## src/rtl/alu_arbiter_pkg.sv

```systemverilog
// Shared opcode constants, FSM state encoding and default datapath width
// for the two-requester ALU arbiter.
package alu_arbiter_pkg;

    localparam int DATA_W_DEF = 32;

    localparam logic [3:0] OP_AND = 4'b0000;
    localparam logic [3:0] OP_OR  = 4'b0001;
    localparam logic [3:0] OP_ADD = 4'b0010;
    localparam logic [3:0] OP_SUB = 4'b0110;
    localparam logic [3:0] OP_SLT = 4'b0111;
    localparam logic [3:0] OP_NOR = 4'b1100;

    typedef enum logic [1:0] {
        IDLE = 2'd0,
        EXEC = 2'd1,
        RESP = 2'd2
    } state_t;

    function automatic logic op_supported(input logic [3:0] op);
        return (op == OP_AND) || (op == OP_OR)  || (op == OP_ADD) ||
               (op == OP_SUB) || (op == OP_SLT) || (op == OP_NOR);
    endfunction

endpackage

```

## src/rtl/alu_arbiter_alu_core.sv

```systemverilog
// Purely combinational ALU: a, b, op -> result, zero, err. No state, no handshake.
// Unsupported opcodes give a zero result with err set.
module alu_core
    import alu_arbiter_pkg::*;
#(
    parameter int DATA_W = DATA_W_DEF
) (
    input  logic [DATA_W-1:0] a,
    input  logic [DATA_W-1:0] b,
    input  logic [3:0]        op,
    output logic [DATA_W-1:0] result,
    output logic              zero,
    output logic              err
);

    always_comb begin
        result = '0;
        err    = 1'b0;
        case (op)
            OP_AND: result = a & b;
            OP_OR:  result = a | b;
            OP_ADD: result = a + b;
            OP_SUB: result = a - b;
            OP_SLT: result[0] = (a < b);
            OP_NOR: result = ~(a | b);
            default: begin
                result = '0;
                err    = 1'b1;
            end
        endcase
    end

    assign zero = (result == '0);

endmodule

```

## src/rtl/alu_arbiter.sv

```systemverilog
// Two-requester ALU arbiter: accept -> EXEC -> RESP, response 2 cycles after accept, holds in RESP until rsp_ready.
// Round-robin by default; ALU_ARB_FIXED_PRIO_EN selects fixed priority (requester 0 wins) with no pointer.
module alu_arbiter
    import alu_arbiter_pkg::*;
#(
    parameter int DATA_W = DATA_W_DEF
) (
    input  logic              clk,
    input  logic              rst_n,

    input  logic              req0_valid,
    output logic              req0_ready,
    input  logic [3:0]        req0_op,
    input  logic [DATA_W-1:0] req0_a,
    input  logic [DATA_W-1:0] req0_b,

    input  logic              req1_valid,
    output logic              req1_ready,
    input  logic [3:0]        req1_op,
    input  logic [DATA_W-1:0] req1_a,
    input  logic [DATA_W-1:0] req1_b,

    output logic              rsp_valid,
    input  logic              rsp_ready,
    output logic              rsp_id,
    output logic [DATA_W-1:0] rsp_result,
    output logic              rsp_zero,
    output logic              rsp_err
);

    state_t            state;
    state_t            state_nxt;
    logic              gnt;
    logic              hs;
    logic [3:0]        op_q;
    logic [DATA_W-1:0] a_q;
    logic [DATA_W-1:0] b_q;
    logic [DATA_W-1:0] core_result;
    logic              core_zero;
    logic              core_err;

`ifdef ALU_ARB_FIXED_PRIO_EN
    assign gnt = !req0_valid;
`else
    logic last_q;

    // Contention goes to whoever was not served last; a lone requester always wins.
    assign gnt = (req0_valid && req1_valid) ? ~last_q : req1_valid;

    always_ff @(posedge clk or negedge rst_n) begin
        if (!rst_n) begin
            last_q <= 1'b1;
        end else if (hs) begin
            last_q <= gnt;
        end
    end
`endif

    // Readies are forced low while reset is held even if a requester is valid.
    assign req0_ready = rst_n && (state == IDLE) && !gnt && req0_valid;
    assign req1_ready = rst_n && (state == IDLE) &&  gnt && req1_valid;
    assign hs         = req0_ready || req1_ready;

    always_ff @(posedge clk or negedge rst_n) begin
        if (!rst_n) begin
            state <= IDLE;
        end else begin
            state <= state_nxt;
        end
    end

    always_comb begin
        state_nxt = state;
        case (state)
            IDLE:    if (hs) state_nxt = EXEC;
            EXEC:    state_nxt = RESP;
            RESP:    if (rsp_ready) state_nxt = IDLE;
            default: state_nxt = IDLE;
        endcase
    end

    always_ff @(posedge clk or negedge rst_n) begin
        if (!rst_n) begin
            op_q   <= '0;
            a_q    <= '0;
            b_q    <= '0;
            rsp_id <= 1'b0;
        end else if (hs) begin
            op_q   <= gnt ? req1_op : req0_op;
            a_q    <= gnt ? req1_a  : req0_a;
            b_q    <= gnt ? req1_b  : req0_b;
            rsp_id <= gnt;
        end
    end

    alu_core #(
        .DATA_W (DATA_W)
    ) u_alu_core (
        .a      (a_q),
        .b      (b_q),
        .op     (op_q),
        .result (core_result),
        .zero   (core_zero),
        .err    (core_err)
    );

    // Response fields load only in EXEC, so they stay frozen through a stalled RESP.
    always_ff @(posedge clk or negedge rst_n) begin
        if (!rst_n) begin
            rsp_result <= '0;
            rsp_zero   <= 1'b0;
            rsp_err    <= 1'b0;
        end else if (state == EXEC) begin
            rsp_result <= core_result;
            rsp_zero   <= core_zero;
            rsp_err    <= core_err;
        end
    end

    assign rsp_valid = (state == RESP);

endmodule

```

## config.mk

```make
export PLATFORM = sky130hd
export DESIGN_NAME = alu_arbiter
export DESIGN_NICKNAME = d
export VERILOG_FILES = /design/src/rtl/alu_arbiter_pkg.sv /design/src/rtl/alu_arbiter_alu_core.sv /design/src/rtl/alu_arbiter.sv
export SDC_FILE = /design/constraint.sdc
export NUM_CORES = 1
export LEC_CHECK = 0
export CAP_MARGIN = 40
export CORE_MARGIN = 5
export CORE_UTILIZATION = 59
export CTS_BUF_LIST = sky130_fd_sc_hd__clkbuf_8
export CTS_CLUSTER_DIAMETER = 120
export CTS_CLUSTER_SIZE = 8
export DETAILED_ROUTE_END_ITERATION = 8
export GPL_ROUTABILITY_DRIVEN = 0
export GPL_TIMING_DRIVEN = 0
export PLACE_DENSITY = 0.88
export SLEW_MARGIN = 10
export SYNTH_ARGS = -nofsm -noshare
export SYNTH_HDL_FRONTEND = slang
export SYNTH_SLANG_ARGS = --single-unit
```

## constraint.sdc

```tcl
create_clock -name clk -period 10.4 [get_ports clk]
set_clock_uncertainty 0.1 [all_clocks]
set_input_delay 3.12 -clock clk [delete_from_list [all_inputs] [get_ports clk]]
set_output_delay 3.12 -clock clk [all_outputs]
set_load 0.01 [all_outputs]
```

==> results.sh <==
export IMPL_dieWidth_um=141
export IMPL_worst_pin_slew_ns=0.878
export IMPL_synth_top_flop_cell="dfrtp_1"
export IMPL_globalRouteTotalUtil=0.330
export IMPL_postCtsResizedCells=0
export IMPL_htree_num_levels=3
export IMPL_netlist_top_cell_by_area="dfrtp_1"
export IMPL_cts_post_setup_buffers_inserted=0
export IMPL_number_of_enable_flip_flop_cells_after_synthesis=0
export IMPL_synth_area_um2=10100
export IMPL_dr_total_vias=11000
export IMPL_synth_compound_area_frac=0.284
export IMPL_drt_drc_violations_left=1
export IMPL_route_antenna_remaining_nets=0
export IMPL_clkLatencyLatePin_ns=0.42
export IMPL_ctsLongestPathBuffers=2
export IMPL_critical_path_type="in2out"
export IMPL_relative_slew_slack=0.409
export IMPL_avgViaCountPerCell=6.53
export IMPL_finalNetCount=1705
export IMPL_dpl_hpwl_um=26300
export IMPL_die_area_um2=19900
export IMPL_first_pass_grt_wire_length_um=53400
export IMPL_std_cell_rows=48
export IMPL_cts_hold_fix_buffers=0
export IMPL_synth_most_common_cell="nor2_1"
export IMPL_post_synth_xor_area_fraction=0.00604
export IMPL_drtPass1Iterations=9
export IMPL_drive_gt1_frac=0.0554
export IMPL_synthAdderAreaFrac=0.132
export IMPL_cts_buffers=9
export IMPL_fmax_mhz=111
export IMPL_sw_frac_of_total=0.546
export IMPL_share_clk_of_total_power=0.071
export IMPL_switchingPower_w=0.00226
export IMPL_violations="DRC"
export IMPL_leakagePower_nw=5.57
export IMPL_clk_pin_slew_ns=0.10
export IMPL_floorplan_die_height_um=141
export IMPL_global_route_congestion_overflow_total=0
export IMPL_placed_instance_count=1671
export IMPL_crit_path_start_kind="input pin"
export IMPL_worst_ep_required_time_ns=7.18
export IMPL_post_synth_cell_area_avg_um2=8.03
export IMPL_buffer_cell_driving_the_clock_tree_root="clkbuf_8"
export IMPL_status="complete, but fails checks"
export IMPL_detailedRoute_firstIterationViolations=1654
export IMPL_io_pins=179
export IMPL_synth_simple_area_share=0.171
export IMPL_crit_share_post_route=0.864
export IMPL_yosys_mux_area_fraction=0.0746
export IMPL_timing_max_transition_violations_final=0
export IMPL_combPwrFrac=0.747
export IMPL_synthToLayoutAreaGrowth_pct=23.2
export IMPL_coreArea_um2=17100
export IMPL_synth_top_cells_by_area="dfrtp_1 (26%), ha_1 (13%), a21oi_1 (7.4%)"
export IMPL_synth_cells_most_frequent="nor2_1 (162), a21oi_1 (149), dfrtp_1 (105)"
export IMPL_setup_viol=0
export IMPL_synth_top_area_frac=0.259
export IMPL_irDropWorstVdd_v=0.000149
export IMPL_end_kind="primary output"
export IMPL_clock_sinks=106
export IMPL_synthCells=1264
export IMPL_final_hold_worst_slack_ns=0.385
export IMPL_async_flop_share=1.00
export IMPL_crit_fanout=10
export IMPL_grt_antenna_before_repair=0
export IMPL_avgRoutedWirePerCell_um=19.9
export IMPL_cell_internal_pwr_w=0.00188
export IMPL_synth_seq_area_share=0.262
export IMPL_sequential_power_share=0.182
export IMPL_worst_ep_arrival_time_ns=5.76
export IMPL_routed_wl_um=33600
export IMPL_final_hold_viol_count=0
export IMPL_layout_min_cycle_time_ns=8.98
export IMPL_tritoncts_clock_tree="built"
export IMPL_rsz0062_at_grt="no"
export IMPL_cap_violations=0
export IMPL_syn_num_nets=1511
export IMPL_synth_cell_types=87
export IMPL_grt_max_degree=60
export IMPL_synthesis_yosys_warnings=0
export IMPL_port_buffer_count=178
export IMPL_antenna_cells=0
export IMPL_holdCritPathClass="reg2reg"
export IMPL_yosys_register_bits=106
export IMPL_power_density_cell_area_nw_per_um2=331
export IMPL_largest_family_of_logic_cells_by_synthesized_area="compound AO/OA/AOI/OAI gates"
export IMPL_stdcell_count=1688
export IMPL_via_count_of_the_first_global_routing_pass=10700
export IMPL_initial_core_util=0.595
cell type report:
class | instances | area (um2)
multi-input combinational | 981 | 6780
sequential | 106 | 2650
clock inverter | 4 | 56.3
timing repair buffer | 183 | 1850
fill | 1369 | 4560
inverter | 94 | 353
clock buffer | 12 | 165
buffer | 83 | 363
tap | 225 | 282
metal layers:
metal / share of wire / GRT usage
met1: 0.37 / 0.406
met2: 0.44 / 0.523
met3: 0.12 / 0.0838
met4: 0.067 / 0.191
met5: 0 / 0
registers in the layout (all words and copies together), names as in the netlist:
name,count
rsp_err,1
op_q,4
b_q,32
a_q,32
rsp_id,1
state,2
rsp_result,32
last_q,1
rsp_zero,1
worst paths after layout:
check / startpoint / endpoint / slack [ns] / depth (start not counted)
worst max-delay path: req1_valid / req1_ready / 1.42 / 6
worst min-delay path: rsp_result[17] / rsp_result[17] / 0.38 / 2
worst max register to register: a_q[1] / rsp_result[31] / 6.10 / 13
worst min register to register: rsp_result[17] / rsp_result[17] / 0.38 / 2
max in group asynchronous: rst_n / b_q[1] / 7.03 / 2
min in group asynchronous: rst_n / b_q[20] / 2.51 / 1
kinds of logic (layout without fill, tap and decap cells):
family | count (synthesis) | after routing
AOI/OAI and AO/OA | 423 | 423
buffers and inverters | 177 | 376
xor gates and xnor gates | 7 | 7
DFF | 106 | 106
and+or+nand+nor | 370 | 370
muxes | 75 | 75
adders and majority gates | 106 | 106
worst max-delay path: stages:
cell             delay (ns)
clkdlybuf4s50_1        0.50
a21boi_0               0.18
clkbuf_1               0.50
buf_1                  0.65
and2_1                 0.26
clkdlybuf4s50_1        0.55
power by group through the flow:
stage | registers (W) | clock network, W | logic [W]
6_report | 0.000752 | 0.000295 | 0.00309
2_1_floorplan | 0.000737 | 0 | 0.00207
3_3_place_gp | 0.000745 | 0 | 0.00286
4_1_cts | 0.000750 | 0.000292 | 0.00296
3_5_place_dp | 0.000757 | 0 | 0.00294
5_1_grt | 0.000776 | 0.000308 | 0.00331
cells in the final DEF, fill, tap and decap left out, types with 7 or more instances in the layout:
cell	n
a21o_1	22
o221ai_1	11
buf_2	24
a211oi_1	13
nor3_1	25
a22oi_1	7
a31oi_1	12
nor2_1	162
clkdlybuf4s50_1	177
nand2_1	80
buf_1	13
nand3_1	16
a221o_1	25
o211ai_1	9
nor2b_1	7
o22a_1	7
a21oi_1	149
o21bai_1	7
o31ai_1	17
clkbuf_8	12
o21a_1	10
or2_2	7
dfrtp_1	105
nand4_1	12
inv_1	93
nand2b_1	12
nor4_1	8
o21ai_0	54
mux2i_1	70
a221oi_1	14
ha_1	104
clkbuf_1	44
metrics by stage:
stage	setup TNS, ns	setup slack (ns)	power [W]	cell area [um2]	util
final	0	1.42	0.00414	12500	0.733
after global routing	0	1.29	0.00439	12500	0.733
after CTS	0	1.40	0.00400	12500	0.732
after detailed placement	0	1.41	0.00369	12300	0.719
after global placement	-3.06	-1.55	0.00360	12200	0.716
after floorplan	0	3.01	0.00281	10100	-
(Power assumes the default switching activity.)
